[config.mk]
export PLATFORM = sky130hd
export DESIGN_NAME = sar_search
export DESIGN_NICKNAME = d
export VERILOG_FILES = /design/src/rtl/sar_pkg.sv /design/src/rtl/sar_flag_decode.sv /design/src/rtl/sar_search.sv
export SDC_FILE = /design/constraint.sdc
export NUM_CORES = 1
export LEC_CHECK = 0
export BUFFER_PORTS_ARGS = -buffer_cell sky130_fd_sc_hd__buf_4
export CAP_MARGIN = 25
export CORE_MARGIN = 4
export CORE_UTILIZATION = 48
export DETAILED_ROUTE_END_ITERATION = 12
export GPL_TIMING_DRIVEN = 1
export PLACE_DENSITY = 0.74
export SETUP_SLACK_MARGIN = 0.2
export SYNTH_ARGS = -nofsm -noshare
export SYNTH_HDL_FRONTEND = slang
export SYNTH_SLANG_ARGS = --single-unit
[constraint.sdc]
create_clock -name clk -period 1.5 [get_ports clk]
set_clock_uncertainty 0.2 [all_clocks]
set_input_delay 0.075 -clock clk [delete_from_list [all_inputs] [get_ports clk]]
set_output_delay 0.075 -clock clk [all_outputs]
set_load 0.01 [all_outputs]
[src/rtl/sar_pkg.sv]
// Shared types and constants for the successive-approximation search block.
// Provides the FSM state encoding, the comparator flag classification and
//   the default width with its matching first (MSB) probe value.
package sar_pkg;

  localparam int SAR_K = 4;
  localparam logic [SAR_K-1:0] MSB_PROBE = SAR_K'(1) << (SAR_K - 1);

  typedef enum logic [1:0] {
    IDLE,
    SEARCH,
    DONE
  } state_t;

  typedef enum logic [1:0] {
    CMP_EQ,
    CMP_GT,
    CMP_LT,
    CMP_BAD
  } cmp_t;

endpackage

[src/rtl/sar_flag_decode.sv]
// Classifies the three magnitude-comparator flags into one verdict.
// Combinational, zero latency; no flow control.
// Ports: eq_i/gt_i/lt_i comparator flags in, cls_o verdict out (CMP_BAD unless exactly one flag set).
module sar_flag_decode
  import sar_pkg::*;
(
  input  logic eq_i,
  input  logic gt_i,
  input  logic lt_i,
  output cmp_t cls_o
);

  always_comb begin
    cls_o = CMP_BAD;
    case ({eq_i, gt_i, lt_i})
      3'b100:  cls_o = CMP_EQ;
      3'b010:  cls_o = CMP_GT;
      3'b001:  cls_o = CMP_LT;
      default: cls_o = CMP_BAD;
    endcase
  end

endmodule

[src/rtl/sar_search.sv]
// Successive-approximation controller: recovers the comparator's A value MSB-first via probes on B.
// Latency: start at edge 0, first probe in cycle 1, done pulse in cycle 2..K+1.
// No backpressure: start is only sampled in IDLE; starts in SEARCH/DONE are dropped, not queued.
// Ports: clk/rst_n, start request, equal/A_more_B/A_less_B flags in;
//   probe (registered B drive), busy, done pulse, result, steps, error out.
module sar_search
  import sar_pkg::*;
#(
  parameter int K  = SAR_K,
  parameter int CW = $clog2(K + 1)
) (
  input  logic          clk,
  input  logic          rst_n,
  input  logic          start,
  input  logic          equal,
  input  logic          A_more_B,
  input  logic          A_less_B,
  output logic [K-1:0]  probe,
  output logic          busy,
  output logic          done,
  output logic [K-1:0]  result,
  output logic [CW-1:0] steps,
  output logic          error
);

  localparam int IW = (K > 1) ? $clog2(K) : 1;

  state_t          state_q;
  logic [K-1:0]    probe_q;
  logic [K-1:0]    result_q;
  logic [IW-1:0]   idx_q;
  logic [CW-1:0]   steps_q;
  logic            busy_q;
  logic            done_q;
  logic            error_q;

  cmp_t            cls;
  logic [K-1:0]    bit_i;
  logic [K-1:0]    bit_im1;

  sar_flag_decode u_flag_decode (
    .eq_i  (equal),
    .gt_i  (A_more_B),
    .lt_i  (A_less_B),
    .cls_o (cls)
  );

  // Mask of the bit under test and the next one down; bit_im1 is zero when
  // idx_q==0, which is harmless because that case finishes the search.
  assign bit_i   = K'(1) << idx_q;
  assign bit_im1 = bit_i >> 1;

  always_ff @(posedge clk or negedge rst_n) begin
    if (!rst_n) begin
      state_q  <= IDLE;
      probe_q  <= '0;
      result_q <= '0;
      idx_q    <= '0;
      steps_q  <= '0;
      busy_q   <= 1'b0;
      done_q   <= 1'b0;
      error_q  <= 1'b0;
    end else begin
      done_q <= 1'b0;
      case (state_q)
        IDLE: begin
          if (start) begin
            state_q <= SEARCH;
            busy_q  <= 1'b1;
            probe_q <= K'(1) << (K - 1);
            idx_q   <= IW'(K - 1);
            steps_q <= '0;
            error_q <= 1'b0;
          end
        end
        SEARCH: begin
          steps_q <= steps_q + CW'(1);
          case (cls)
            CMP_EQ: begin
              result_q <= probe_q;
              state_q  <= DONE;
              busy_q   <= 1'b0;
              done_q   <= 1'b1;
            end
            CMP_GT: begin
              if (idx_q == '0) begin
                result_q <= probe_q;
                state_q  <= DONE;
                busy_q   <= 1'b0;
                done_q   <= 1'b1;
              end else begin
                probe_q <= probe_q | bit_im1;
                idx_q   <= idx_q - IW'(1);
              end
            end
            CMP_LT: begin
              if (idx_q == '0) begin
                result_q <= probe_q & ~bit_i;
                state_q  <= DONE;
                busy_q   <= 1'b0;
                done_q   <= 1'b1;
              end else begin
                probe_q <= (probe_q & ~bit_i) | bit_im1;
                idx_q   <= idx_q - IW'(1);
              end
            end
            default: begin
              // Flags not one-hot: comparator fault, abandon the search.
              error_q  <= 1'b1;
              result_q <= '0;
              state_q  <= DONE;
              busy_q   <= 1'b0;
              done_q   <= 1'b1;
            end
          endcase
        end
        DONE: begin
          state_q <= IDLE;
        end
        default: begin
          state_q <= IDLE;
          busy_q  <= 1'b0;
        end
      endcase
    end
  end

  assign probe  = probe_q;
  assign busy   = busy_q;
  assign done   = done_q;
  assign result = result_q;
  assign steps  = steps_q;
  assign error  = error_q;

endmodule

## After elaboration in Yosys (flattened, before gate mapping)

Cells that the tools add are included.

| storage, ports and cells | value |
|---|---|
| word-level logic and storage cells | 75 |
| input bits | 6 |
| bits in registers | 18 |
| output and inout bits | 14 |

| operators by class | value |
|---|---|
| bitwise logic cells | 5 |
| reduce and logical (&&, ||, !) cells | 13 |
| mux-type cells | 29 |
| eq/ne operators | 17 |
| shift operators | 1 |
| add/sub/neg operators | 2 |

Operators by type and width:

| operator | number |
|---|---|
| $mux W4 | 5 |
| $pmux W4 S2 | 2 |
| $mux W2 | 6 |
| $ne A2 B2 Y1 const B | 6 |
| $pmux W4 S3 | 1 |
| $ne A3 B3 Y1 const B | 3 |
| $reduce_and A3 Y1 | 3 |
| $mux W1 | 8 |
| $or A4 B3 Y4 | 2 |
| $pmux W2 S2 | 2 |
| $logic_not A2 Y1 | 3 |
| $pmux W2 S3 | 1 |
| $pmux W3 S2 | 1 |
| $reduce_and A5 Y1 | 1 |
| $and A4 B4 Y4 | 1 |
| $eq A2 B1 Y1 const B | 2 |
| $eq A2 B2 Y1 const B | 2 |
| $not A4 Y4 | 1 |
| $reduce_and A2 Y1 | 2 |
| $reduce_and A4 Y1 | 1 |
| $shl A1 B2 Y4 const A | 1 |
| $add A3 B1 Y3 const B | 1 |
| $eq A3 B1 Y1 const B | 1 |
| $eq A3 B2 Y1 const B | 1 |
| other kinds (10) | 10 |

## Longest topological paths before layout

Gate-level depths: netlist of run 1.

| depth | value |
|---|---|
| depth in word-level cells | 7 |
| gate-level depth with buffers | 8 |
| gate-level depth less buffers | 7 |

## By module

From an unflattened synthesis of run 1, not the netlist that was laid out.

| second synthesis, totals | value |
|---|---|
| cells, all modules | 103 |
| area total of the unflattened synthesis | 1093.5 um^2 |

By module, submodules not included:

| module | area each (um^2) | instances | cells each | seq. area each (um^2) |
|---|---|---|---|---|
| sar_search | 1063.5 | 1 | 99 | 450.4 |
| sar_flag_decode | 30.0 | 1 | 4 | 0.0 |

## Worst setup path after synthesis of run 1

Ideal clock, no wire load.

| timing path | value |
|---|---|
| path type | input-to-reg |
| start point | input port A_more_B |
| end point | register probe_q[3] (netlist: probe[3]) |
| slack | -0.230 ns |
| setup time | 0.121 ns |
| arrival time | 1.409 ns |
| data required time | 1.179 ns |
| stages | 8 |
| path buffers | 1 |
| path through | nand2b_1 -> or2_2 -> inv_1 -> ha_1 -> clkbuf_1 -> nand4bb_1 -> a211oi_2 -> o21ai_1 |

| between the ends | value |
|---|---|
| longest elaborated chain between the ends | 5 |
| elaborated cells on any way between the ends | 12 |
| classes of those cells | 8 x eq/ne; 3 x mux; 1 x reduce/logical |

Ends and longest elaborated chain:

| what | RTL line | source |
|---|---|---|
| from (decl) | sar_search.sv:16 | `input logic A_more_B,` |
| $eq A3 B1 Y1 (tied with other cells) | sar_flag_decode.sv:15 | `case ({eq_i, gt_i, lt_i})` |
| $pmux W2 S3 * | sar_flag_decode.sv:15 |  |
| $eq A2 B2 Y1 or $eq A2 B1 Y1 (tied branches) | sar_search.sv:78 | `case (cls)` |
| $pmux W4 S2 (tied with other cells) | sar_search.sv:78 |  |
| $pmux W4 S2 or $reduce_and A5 Y1 (tied branches) | - |  |
| to (signal assigned) | sar_search.sv:70 | `probe_q <= K'(1) << (K - 1);` |
| to (signal assigned) | sar_search.sv:92 | `probe_q <= probe_q \| bit_im1;` |
| to (signal assigned) | sar_search.sv:103 | `probe_q <= (probe_q & ~bit_i) \| bit_im1;` |
| to (decl) | sar_search.sv:29 | `logic [K-1:0] probe_q;` |

Mark *: on every way between the ends. The rest lies on a longest branch, timed or not.
A chain may end at the register's enable or synchronous reset.

## Worst setup path after layout of run 1

| timing path | value |
|---|---|
| start point | register idx_q[0] |
| end point | register result_q[2] (netlist: result[2]) |

| between the ends | value |
|---|---|
| longest elaborated chain between the ends | 5 |
| elaborated cells on any way between the ends | 9 |
| classes of those cells | 2 x eq/ne; 1 x shift; 2 x mux; 2 x bitwise; 2 x reduce/logical |

Ends and longest elaborated chain:

| what | RTL line | source |
|---|---|---|
| from (decl) | sar_search.sv:31 | `logic [IW-1:0] idx_q;` |
| from (signal assigned) | sar_search.sv:71 | `idx_q <= IW'(K - 1);` |
| from (signal assigned) | sar_search.sv:93 | `idx_q <= idx_q - IW'(1);` |
| from (signal assigned) | sar_search.sv:104 | `idx_q <= idx_q - IW'(1);` |
| $shl A1 B2 Y4 | sar_search.sv:50 | `assign bit_i = K'(1) << idx_q;` |
| $not A4 Y4 | sar_search.sv:98 | `result_q <= probe_q & ~bit_i;` |
| $and A4 B4 Y4 | sar_search.sv:98 |  |
| $mux W4 | sar_search.sv:97 | `if (idx_q == '0) begin` |
| $pmux W4 S3 | sar_search.sv:78 |  |
| to (signal assigned) | sar_search.sv:80 | `result_q <= probe_q;` |
| to (signal assigned) | sar_search.sv:87 | `result_q <= probe_q;` |
| to (signal assigned) | sar_search.sv:98 |  |
| to (decl) | sar_search.sv:30 | `logic [K-1:0] result_q;` |

Several ways; a longest one is shown, not always the timed one. The select of a mux whose other input is x is not followed.

==> impl_results.md, run 1 <==
- Synth top cells by count: 18 x dfrtp_1, 11 x inv_1, 8 x ha_1, 7 x nor2_1, 6 x nand2_1
- Reg clk slew, reported paths: 120 ps
- Setup CP Type: flip-flop to flip-flop
- Drt wl/cell: 17.3 µm
- First-pass GRT wire length: 4.66 mm
- Tot GR Track Use: 22.3%
- HP Start: A_less_B
- Htree depth: 1
- Root Driver: clkbuf_4
- Failing checks: setup timing
- Synth top area share: 43.2%
- Layout Area Growth over Synthesis: 59.1%
- Synth Flop Type: dfrtp_1
- Vias in the first global route: 1033
- Worst-Margin Slew: 472 ps
- Synth area leader: dfrtp_1
- Die footprint: 2980 µm²
- Die span in y: 54.6 µm
- Worst EP arrival: 1600 ps
- Antenna diodes: 0
- Worst VDD drop: 1.15 mV
- CTS tree: yes
- CP Capture Type: flip-flop
- Nets: 162
- Syn Nets: 118
- Register-to-Register Path Depth: 5
- Synth Register Bits: 18
- Sequential fraction of the synthesis area: 43.2%
- Initial antenna violation count: 0
- Max Cap Viol: 0
- Drt pass-1 iters: 4
- Post-layout min period: 1620 ps
- Hold WC Path Type: primary input to flip-flop
- ANT nets after route: 0
- Worst R2R Setup Slack: -120 ps
- TritonCTS Buffers: 3
- Hold Path Sink: error$_DFFE_PN0P_
- Synthesis warning total: 0
- P per Cell Area: 1300 nW/µm²
- Grt total ovfl: 0
- Syn Inst Count: 104
- Cell Rows: 16
- Core box area: 2000 µm²
- Clock latency on the worst-skew pair: 300 ps
- I/O Buffers: 19
- Share of post-route cells with drive strength above 1: 55.8%
- Largest net degree at the start of global routing: 19
- Starting Density: 52.1%
- Sink Count: 18
- Via density: 5.73
- CP Launch Type: flip-flop
- CTS max path bufs: 2
- DRT iter0 DRCs: 35
- Power, Total: 2.16 mW
- Final setup viols: 11
- Fraction of registers with async set/reset: 100%
- EDFF count, synth: 0
- RR Startpoint: idx_q[0]$_DFFE_PN0P_
- Dominant cells by area after synthesis: dfrtp_1 43%, ha_1 9.6%, inv_1 4.0%
- Final worst slack: -121 ps
- Slew Viols, Final: 0
- RSZ-0062 raised after global routing: yes
- # DRC: 0
- Fmax: 0.617 GHz
- CP required: 1480 ps
- Post-DP HPWL: 1.83 mm
- Status: finished with violations
- Die W: 54.6 µm
- Worst Hold Depth: 4
- R2r endpoint: result[2]$_DFFE_PN0P_
- Cell Area, Synth: 1040 µm²
- Distinct cells, synth: 36
- Vias: 997
- Hold Vio Cnt, Final: 0
- Critical Path Fanout Max: 3
- Placed Area: 1370 µm²
- Final worst-path cycle share: 108%
- Final WL: 3.00 mm
- GP Congestion: 0.810
- Leak: 0.760 nW
- Worst slew margin: 68.2%
- Design area: 1660 µm²
- Most frequent cell after synthesis: dfrtp_1
- Top Ports: 20
- Synth Area per Inst: 10.0 µm²
worst max path at each step:
stage	start	endpoint	depth (start not counted)
2_1_floorplan	A_more_B	probe[3]$_DFFE_PN0P_	8
3_3_place_gp	A_more_B	result[3]$_DFFE_PN0P_	8
3_5_place_dp	A_more_B	result[3]$_DFFE_PN0P_	8
4_1_cts	idx_q[0]$_DFFE_PN0P_	result[2]$_DFFE_PN0P_	5
5_1_grt	idx_q[0]$_DFFE_PN0P_	result[1]$_DFFE_PN0P_	6
6_report	idx_q[0]$_DFFE_PN0P_	result[2]$_DFFE_PN0P_	5
area by class of cell:
| cell class | count | area, µm² |
|---|---|---|
| inverter | 11 | 41.3 |
| clock buffer | 4 | 36.3 |
| sequential | 18 | 453 |
| multi-input combinational | 71 | 737 |
| fill | 108 | 344 |
| timing repair buffer | 43 | 357 |
| tap | 27 | 33.8 |
power breakdown:
group / switching (mW) / total [mW] / internal (mW) / leakage [nW]
Clock: 0.168 / 0.315 / 0.148 / 0.0210
Sequential: 0.121 / 0.741 / 0.620 / 0.227
Combinational: 0.526 / 1.11 / 0.580 / 0.512
Total: 0.814 / 2.16 / 1.35 / 0.760
cell usage in the layout, fill, tap and decap left out, types with 3 or more instances in the layout:
cell type      count
buf_4             33
dfrtp_1           16
buf_6              7
inv_2              6
inv_1              5
nand2_1            5
nor2_1             4
nand3_2            4
a222oi_1           4
ha_4               4
nand2b_4           3
a21oi_1            3
o21ai_1            3
ha_1               3
clkbuf_4           3
dlygate4sd3_1      3
metrics by stage:
stage | setup TNS, ps | setup slack (ps) | cells | utilization [%] | hold WS, ps
6_report | -580 | -121 | 174 | 82.8 | 13.7
5_1_grt | -1130 | -163 | 174 | 82.8 | 30.0
4_1_cts | -151 | -51.7 | 172 | 79.5 | 6.93
3_5_place_dp | -1930 | -206 | 162 | 68.2 | -241
3_3_place_gp | -1480 | -176 | 162 | 68.2 | -247
2_1_floorplan | -15.9 | -15.9 | 104 | - | -421
state kept, by name, indices dropped and copies added (netlist names):
name	count
busy	1
done	1
error	1
idx_q	2
probe	4
result	4
state_q	2
steps	3
critical path: stages, from the launching register on:
cell       delay [ps]
dfrtp_1           440
inv_2             140
ha_4              160
inv_2              30
a222oi_1          440
o2bb2ai_2          90
metal layers:
layer  global-route usage, %  up-vias  routed length [µm]
met2                    35.8       33                1510
li1                        -      465                   -
met5                       0        -                   0
met3                    5.18        8                 134
met1                    26.7      491                1310
met4                    13.3        0                  51
cell families after synthesis:
logic type,Yosys count,share of synthesized area [%]
buffers and inverters,15,6.36
AOI/OAI and AO/OA,29,21.6
DFF,18,43.2
muxes,2,2.04
adders and majority gates,8,9.60
and+or+nand+nor,32,17.2
repair_timing:
item | in CTS | in global routing
setup endpoints to repair | 17 | 19
hold endpoints to repair | 26 | 0
buffers inserted | 3 | 2
pin swaps | 14 | 13
gates resized for setup | 31 | 12
hold buffers | 3 | 0
(Power assumes the default switching activity.)
==> inputs of run 2 (changes only) <==
--- a/config.mk
+++ b/config.mk
@@ -7,11 +7,11 @@
 export LEC_CHECK = 0
 export BUFFER_PORTS_ARGS = -buffer_cell sky130_fd_sc_hd__buf_4
 export CAP_MARGIN = 25
+export CORE_ASPECT_RATIO = 1.75
 export CORE_MARGIN = 4
-export CORE_UTILIZATION = 48
+export CORE_UTILIZATION = 30
 export DETAILED_ROUTE_END_ITERATION = 12
 export GPL_TIMING_DRIVEN = 1
-export PLACE_DENSITY = 0.74
 export SETUP_SLACK_MARGIN = 0.2
 export SYNTH_ARGS = -nofsm -noshare
 export SYNTH_HDL_FRONTEND = slang
==> impl_results.md, run 2 (synthesized netlist as in run 1, its figures left out) <==
- Post-DP HPWL: 2.07 mm
- Max Cap Viol: 0
- Hold Vio Cnt, Final: 0
- Crit path largest cell delay: 460 ps
- DRT iter0 DRCs: 25
- ANT nets after route: 0
- Crit-path slowest cell: a222oi_1
- Vias in the first global route: 1044
- Commonest non-fill, non-tap cell in the layout: buf_4
- I/O Buffers: 19
- CP Capture Type: flip-flop
- Die span in y: 86.0 µm
- Sink Count: 18
- Htree depth: 1
- CP Launch Type: flip-flop
- Layout Area Growth over Synthesis: 61.3%
- Fmax: 0.631 GHz
- Share of post-route cells with drive strength above 1: 57.1%
- Drt pass-1 iters: 4
- CP required: 1420 ps
- Grt total ovfl: 0
- Starting Density: 31.0%
- Placed cells: 186
- Via density: 4.91
- Initial antenna violation count: 0
- Tot GR Track Use: 13.1%
- Core box area: 3360 µm²
- Status: finished with violations
- Final worst-path cycle share: 106%
- Setup_tns: -185 ps
- Reg clk slew, reported paths: 70 ps
- Post-layout min period: 1580 ps
- Leak: 0.781 nW
- Die W: 52.6 µm
- TritonCTS Buffers: 3
- # DRC: 0
- Worst path cell trace: ha_2 > inv_2 > a222oi_1 > o31ai_1
- Drt wl/cell: 14.2 µm
- Nets: 169
- Worst EP arrival: 1510 ps
- Final setup viols: 6
- Worst VDD drop: 0.700 mV
- CTS tree: yes
- CTS max path bufs: 2
- Top Ports: 20
- Worst-Margin Slew: 469 ps
- Hold WC Path Type: primary input to asynchronous set/reset pin
- Worst slew margin: 68.7%
- Root Driver: clkbuf_8
- Setup CP Type: flip-flop to flip-flop
- GP Congestion: 0.821
- Vias: 977
- RSZ-0062 raised after global routing: yes
- Most frequent cells in the layout: 43 x buf_4, 16 x dfrtp_1, 6 x inv_2, 5 x nor2_1, 5 x buf_6
- Slew Viols, Final: 0
- Antenna diodes: 0
- Failing checks: setup timing
- P per Cell Area: 1370 nW/µm²
- First-pass GRT wire length: 4.49 mm
- Final WL: 2.83 mm
- Die footprint: 4520 µm²
- Cell Rows: 28
- Largest net degree at the start of global routing: 19
- Critical Path Fanout Max: 4
- Clock latency on the worst-skew pair: 250 ps
- Final worst slack: -84.8 ps
- Fin cells: 199
## run 2: power by group
| part | internal, mW | switching [mW] |
|---|---|---|
| clock | 0.233 | 0.172 |
| sequential | 0.622 | 0.127 |
| combinational | 0.646 | 0.498 |
| total | 1.50 | 0.796 |
## run 2: path summary, 6_finish.rpt
check	startpoint	end	slack, ps	cells past startpoint
worst min register to register	result[0]$_DFFE_PN0P_	result[0]$_DFFE_PN0P_	300	1
min in group clk	start	steps[0]$_DFFE_PN0P_	60	5
worst max register to register	idx_q[1]$_DFFE_PN0P_	result[3]$_DFFE_PN0P_	-80	4
max in group asynchronous	rst_n	idx_q[0]$_DFFE_PN0P_	850	2
worst min-delay path	rst_n	result[0]$_DFFE_PN0P_	30	2
worst max-delay path	idx_q[1]$_DFFE_PN0P_	result[3]$_DFFE_PN0P_	-80	4
## run 2: timing repair
item,in CTS,in global routing
cloned,0,0
resized for setup,4,30
hold buffers,2,0
setup buffers,1,6
setup endpoints to repair,17,17
hold endpoints to repair,20,0
pin swaps,2,19
## run 2: layout make-up
cell class                 count  area (µm²)
clock buffer                   4        55.1
fill                         312        1680
inverter                      11        43.8
multi-input combinational     71         674
sequential                    18         453
tap                           45        56.3
timing repair buffer          50         399
## run 2: through the flow
step                      cell area [µm²]  total power [mW]  hold WS (ps)  worst slack [ps]  util (%)
after floorplan                      1100              1.17          -421             -15.9         -
after global placement               1430              1.62          -239              -184      42.6
after detailed placement             1430              1.64          -235              -204      42.6
after CTS                            1550              2.08          36.6             -93.0      46.0
after global routing                 1680              2.44          59.0              -119      50.0
final                                1680              2.30          33.1             -84.8      50.0
## run 2: critical path: cells and delay by family, from the launching register on
kind            cells  cell delay [ps]
buf+inv             1               50
fa+ha+maj           1              210
flops               1              420
compound gates      2              570
## run 2: metal layers
metal	GRT usage, %	vias up	share of wire (%)
met4	7.21	0	3.6
met3	1.91	8	2.9
met1	12.1	475	37
met5	0	-	0
li1	-	472	-
met2	25.3	22	56
